**src/rtl/cpu_pkg.sv**
```systemverilog
// Shared constants and encodings for the multicycle CPU datapath.
// The fetch FSM states and next-PC select codes live here so control and datapath agree.
package cpu_pkg;

  localparam int PC_WIDTH   = 16;
  localparam int DATA_WIDTH = 32;

  typedef enum logic [1:0] {
    IDLE   = 2'b00,
    REQ    = 2'b01,
    HOLD   = 2'b10,
    HALTED = 2'b11
  } fetchState_e;

  typedef enum logic [1:0] {
    PCSRC_ALU  = 2'b00,
    PCSRC_JUMP = 2'b01,
    PCSRC_INC  = 2'b10,
    PCSRC_HOLD = 2'b11
  } pcSrc_e;

endpackage

```
**src/rtl/pc_next_sel.sv**
```systemverilog
// Combinational next-PC selector: ALU result, jump field, PC+1 or hold.
// Pure mux with no state; the fetch unit decides when the selection is committed.
module pc_next_sel #(
  parameter int DATA_WIDTH = cpu_pkg::DATA_WIDTH,
  parameter int PC_WIDTH   = cpu_pkg::PC_WIDTH
) (
  input  logic [1:0]            pcSrc,
  input  logic [DATA_WIDTH-1:0] aluResult,
  input  logic [PC_WIDTH-1:0]   jumpTarget,
  input  logic [PC_WIDTH-1:0]   pc,
  output logic [PC_WIDTH-1:0]   nextPc
);
  import cpu_pkg::*;

  // NOTE: every output of a combinational block gets a default first, so no path can infer a latch.
  always_comb begin
    nextPc = pc;
    case (pcSrc)
      PCSRC_ALU:  nextPc = aluResult[PC_WIDTH-1:0];
      PCSRC_JUMP: nextPc = jumpTarget;
      PCSRC_INC:  nextPc = pc + PC_WIDTH'(1);
      PCSRC_HOLD: nextPc = pc;
      default:    nextPc = pc;
    endcase
  end

endmodule

```
**src/rtl/pc_fetch_unit.sv**
```systemverilog
// Program counter and instruction register for the multicycle datapath.
// Fetches over a req/ack port, holds the IR until control releases it, and applies PC redirects.
module pc_fetch_unit #(
  parameter int                    DATA_WIDTH = cpu_pkg::DATA_WIDTH,
  parameter int                    PC_WIDTH   = cpu_pkg::PC_WIDTH,
  parameter logic [PC_WIDTH-1:0]   RESET_PC   = '0
) (
  input  logic                  clk,
  input  logic                  rst_n,
  output logic                  imem_req,
  output logic [PC_WIDTH-1:0]   imem_addr,
  input  logic                  imem_ack,
  input  logic [DATA_WIDTH-1:0] imem_rdata,
  output logic [DATA_WIDTH-1:0] ir_out,
  output logic                  ir_valid,
  input  logic                  fetch_next,
  input  logic                  halt,
  input  logic                  pc_write,
  input  logic                  pc_write_cond,
  input  logic                  alu_zero,
  input  logic [1:0]            pc_src,
  input  logic [DATA_WIDTH-1:0] alu_result,
  input  logic [PC_WIDTH-1:0]   jump_target,
  output logic [PC_WIDTH-1:0]   pc_out,
  output logic                  halted
);
  import cpu_pkg::*;

  fetchState_e           state;
  logic [PC_WIDTH-1:0]   pcReg;
  logic [PC_WIDTH-1:0]   nextPc;
  logic [DATA_WIDTH-1:0] irReg;
  logic                  irValid;
  logic                  redirect;

  pc_next_sel #(
    .DATA_WIDTH(DATA_WIDTH),
    .PC_WIDTH  (PC_WIDTH)
  ) u_pc_next_sel (
    .pcSrc     (pc_src),
    .aluResult (alu_result),
    .jumpTarget(jump_target),
    .pc        (pcReg),
    .nextPc    (nextPc)
  );

  assign redirect = pc_write | (pc_write_cond & alu_zero);

  // NOTE: state is updated with non-blocking assignments so every register samples pre-edge values.
  always_ff @(posedge clk or negedge rst_n) begin
    if (!rst_n) begin
      // NOTE: the IR is a single register, not a memory, so clearing it on reset is cheap and keeps ir_out defined.
      state   <= IDLE;
      pcReg   <= RESET_PC;
      irReg   <= '0;
      irValid <= 1'b0;
    end else begin
      case (state)
        IDLE: state <= REQ;
        REQ: begin
          if (imem_ack) begin
            irReg   <= imem_rdata;
            pcReg   <= pcReg + PC_WIDTH'(1);
            irValid <= 1'b1;
            state   <= HOLD;
          end
        end
        HOLD: begin
          // A redirect coinciding with fetch_next steers the very next fetch.
          if (redirect) pcReg <= nextPc;
          if (fetch_next) begin
            irValid <= 1'b0;
            state   <= halt ? HALTED : REQ;
          end
        end
        HALTED: state <= HALTED;
        default: state <= IDLE;
      endcase
    end
  end

  assign imem_req  = (state == REQ);
  assign halted    = (state == HALTED);
  assign imem_addr = pcReg;
  assign pc_out    = pcReg;
  assign ir_out    = irReg;
  assign ir_valid  = irValid;

endmodule

```
**config.mk**
```make
export PLATFORM = sky130hd
export DESIGN_NAME = pc_fetch_unit
export DESIGN_NICKNAME = d
export VERILOG_FILES = /design/src/rtl/cpu_pkg.sv /design/src/rtl/pc_next_sel.sv /design/src/rtl/pc_fetch_unit.sv
export SDC_FILE = /design/constraint.sdc
export NUM_CORES = 1
export LEC_CHECK = 0
export ABC_AREA = 1
export CAP_MARGIN = 20
export CORE_MARGIN = 3
export CORE_UTILIZATION = 40
export CTS_CLUSTER_DIAMETER = 80
export DETAILED_ROUTE_END_ITERATION = 7
export PLACE_DENSITY = 0.81
export REMOVE_ABC_BUFFERS = 1
export SKIP_CTS_REPAIR_TIMING = 1
export SLEW_MARGIN = 20
export SYNTH_ARGS = -nofsm -noshare
export SYNTH_HDL_FRONTEND = slang
export SYNTH_SLANG_ARGS = --single-unit
```
**constraint.sdc**
```tcl
create_clock -name clk -period 1.9 [get_ports clk]
set_input_delay 0.38 -clock clk [delete_from_list [all_inputs] [get_ports clk]]
set_output_delay 0.38 -clock clk [all_outputs]
set_load 0.005 [all_outputs]
```
==> reports/metrics.yaml <==
status: "complete, no violations"
grt_pass1_vias: 3154
min_period_over_period_pct: 97.60
gp_congestion: 0.8719
synth_area_leaders: "dfrtp_1 43%, nand2_1 23%, buf_4 4.3%"
vias_per_cell: 4.861
tightest_slew_ns: 0.5040
synth_top_area_cell: "dfrtp_1"
cts_buffers: 5
synth_area_um2: 2997
crit_required_ns: 1.52
antenna_found_initial: 0
pre_cts_slack_ns: -0.2342
hp-class: "primary input to asynchronous set/reset pin"
setup.worst_path.class: "flip-flop to primary output"
hpwl_um: 6646
grt_start_max_net_pins: 35
placed_cell_area_um2: 4434
max_cap_violations: 0
drive_above_1_share_pct: 8.991
yosys.cell_types.count: 35
critPathMaxStageDelay_ns: 0.49
slew_viol_final: 0
reg2reg_depth: 10
route.detailed.drc: 0
avgSynthCellArea_um2: 7.309
totalWireLength_um: 8795
htreeDepth: 2
dieArea_um2: 8566
chipWidth_um: 92.56
end_kind: "primary output"
rrSetupSlack_ns: 0.23
critPathMostFrequentCell: "inv_1"
setup_ws_ns: 0.04552
ir_worst_vdd_mv: 0.6327
syn_inst: 410
rr_startpoint: "imem_addr[0]$_DFFE_PN0P_"
fillers: 629
path_buf_inv: 3
synth_top_area_share_pct: 42.59
maxSlewHeadroom_pct: 66.40
drtPass1Iterations: 4
grt_overflow: 0
worstPathCellList: "inv_1, nand2_2, inv_1, clkdlybuf4s50_1"
wl_per_cell_um: 13.72
min_period_ns: 1.854
vias: 3116
cts_sinks: 51
floorplan.initialDensity_pct: 42.69
multi_input_area_um2: 1366
p_leak_uw: 0.002150
cts_root_buf: "clkbuf_8"
core_area_um2: 7019
num_rows: 30
rr_endpoint: "imem_addr[14]$_DFFE_PN0P_"
p_per_area_nw_per_um2: 1026
ys_seq_area_share_pct: 42.59
regArea_um2: 1276
path_clk_slew_ns: 0.10
yosys_warnings: 0
setup_viol: 0
path_delay_family: "buffers and inverters"
die_y_um: 92.56
fmax_mhz: 539.2
synthToLayoutAreaGrowth_pct: 52.07
fin_area_um2: 4557
startpoint_type: "flip-flop"
cp.arrival_ns: 1.47
hold_violations: 0
crit_slowest_cell: "clkdlybuf4s50_1"
num-nets-final: 638
grt_pass1_wl_um: 14590
insertion_delay_ns: 0.30
diodes: 0
io_buffers: 140
pin_count: 157
crit_path_max_fanout: 3
ant_nets: 0
clock_skew_ns: 0.007115
cts_tree: "yes"
dr.first_iter.drc_count: 46
synth_seq_cells: 51
clockBufferDepth: 2
grt_usage_pct: 20.85
## worst reg2reg max path, delay by kind of cell (launching register included)
| family | cells | cell delay, ns |
|---|---|---|
| adder cells (fa/ha/maj) | 1 | 0.25 |
| AND/OR/NAND/NOR | 7 | 0.68 |
| flip-flops | 1 | 0.46 |
| AO/OA/AOI/OAI | 1 | 0.14 |
| buffers and inverters | 1 | 0.05 |
## worst max path at each step
stage	slack, ns	end	start	depth (start not counted)
after global placement	-0.19	imem_addr[7]$_DFFE_PN0P_	pc_src[0]	10
after CTS	0.02	imem_req	state[1]$_DFFE_PN0P_	4
final	0.05	imem_req	state[1]$_DFFE_PN0P_	4
after detailed placement	-0.23	imem_addr[7]$_DFFE_PN0P_	pc_src[0]	10
after global routing	-0.02	imem_req	state[1]$_DFFE_PN0P_	4
after floorplan	-0.14	imem_addr[5]$_DFFE_PN0P_	state[1]$_DFFE_PN0P_	7
## stage by stage
step,setup TNS [ns],power (uW),hold slack [ns],std cells,utilization [%]
floorplan,-1.152,2503,0.08441,379,-
finish,0,4674,0.03407,641,64.92
global route,-0.01870,5029,0.06524,641,64.92
global placement,-2.252,3962,0.3642,631,63.17
CTS,0,4727,0.03536,639,64.44
detailed placement,-2.642,4045,0.3705,631,63.17
## cell type report
type,count,share of cell area (%)
multi-input combinational,296,29.98
inverter,32,2.636
clock inverter,2,0.3569
tap,96,2.636
timing repair buffer,158,34.79
sequential,51,28.01
clock buffer,6,1.593
## where the power goes
part / leakage, uW / internal [uW] / total (uW) / switching (uW)
logic: 0.00148 / 1360 / 2110 / 752
clock network: 0.0000418 / 266 / 648 / 382
registers: 0.000631 / 1540 / 1920 / 382
## layout by cell type (no fill, tap or decap), types with 2 or more instances in the layout
cell type,netlist,routed
inv_2,3,3
nor3_1,4,4
clkbuf_8,6,5
nand2_1,182,181
nor2_1,20,20
nand2_2,4,5
inv_1,28,28
nand3_1,13,13
a22o_1,2,2
buf_4,17,13
o22ai_1,3,3
clkdlybuf4s50_1,0,139
or2_2,5,5
buf_12,0,4
dfrtp_1,51,51
xor2_1,2,2
o21ai_0,17,17
ha_1,4,3
nor2_2,5,5
nand4_1,3,3
o211ai_1,3,3
a21oi_1,18,18
a31oi_1,2,2
## routing by layer
layer | GRT usage [%] | up-vias | routed length, um
li1 | - | 1541 | -
met1 | 24.42 | 1419 | 3488
met2 | 35.29 | 148 | 4180
met3 | 8.773 | 8 | 1035
met4 | 5.074 | 0 | 91
met5 | 0 | - | 0
## cells in the mapped netlist
cell type,number
o221ai_1,1
nor3_1,4
nand4_1,3
nor2_1,20
buf_4,17
buf_6,1
ha_1,4
o21bai_1,1
nor2_4,1
dfrtp_1,51
inv_1,28
nand3_1,13
nand3_2,1
o22ai_1,3
a22o_1,2
a22oi_1,1
nand3b_2,1
a31oi_1,2
or2_2,5
clkbuf_1,3
nand2_1,182
clkinv_1,1
clkbuf_8,6
o21ai_0,17
xor2_1,2
a21o_1,1
inv_2,3
nor2_2,5
o21ai_4,1
buf_2,1
o211ai_1,3
a21oi_1,18
buf_1,3
nand2_2,4
nand3b_1,1
## cell families (layout without fill, tap and decap cells)
family	after synthesis	after routing	share of synthesized area [%]
buf+inv	63	198	12.32
compound gates	50	50	9.813
xor+xnor	2	2	0.5847
fa+ha+maj	4	4	1.670
flops	51	51	42.59
simple gates	240	240	33.03
## flip-flops by register name (all words and copies together), names as in the netlist
signal and cells:
ir_out 32, ir_valid 1, imem_addr 16, state 2
Note: power is estimated with default switching activity, not from simulation.
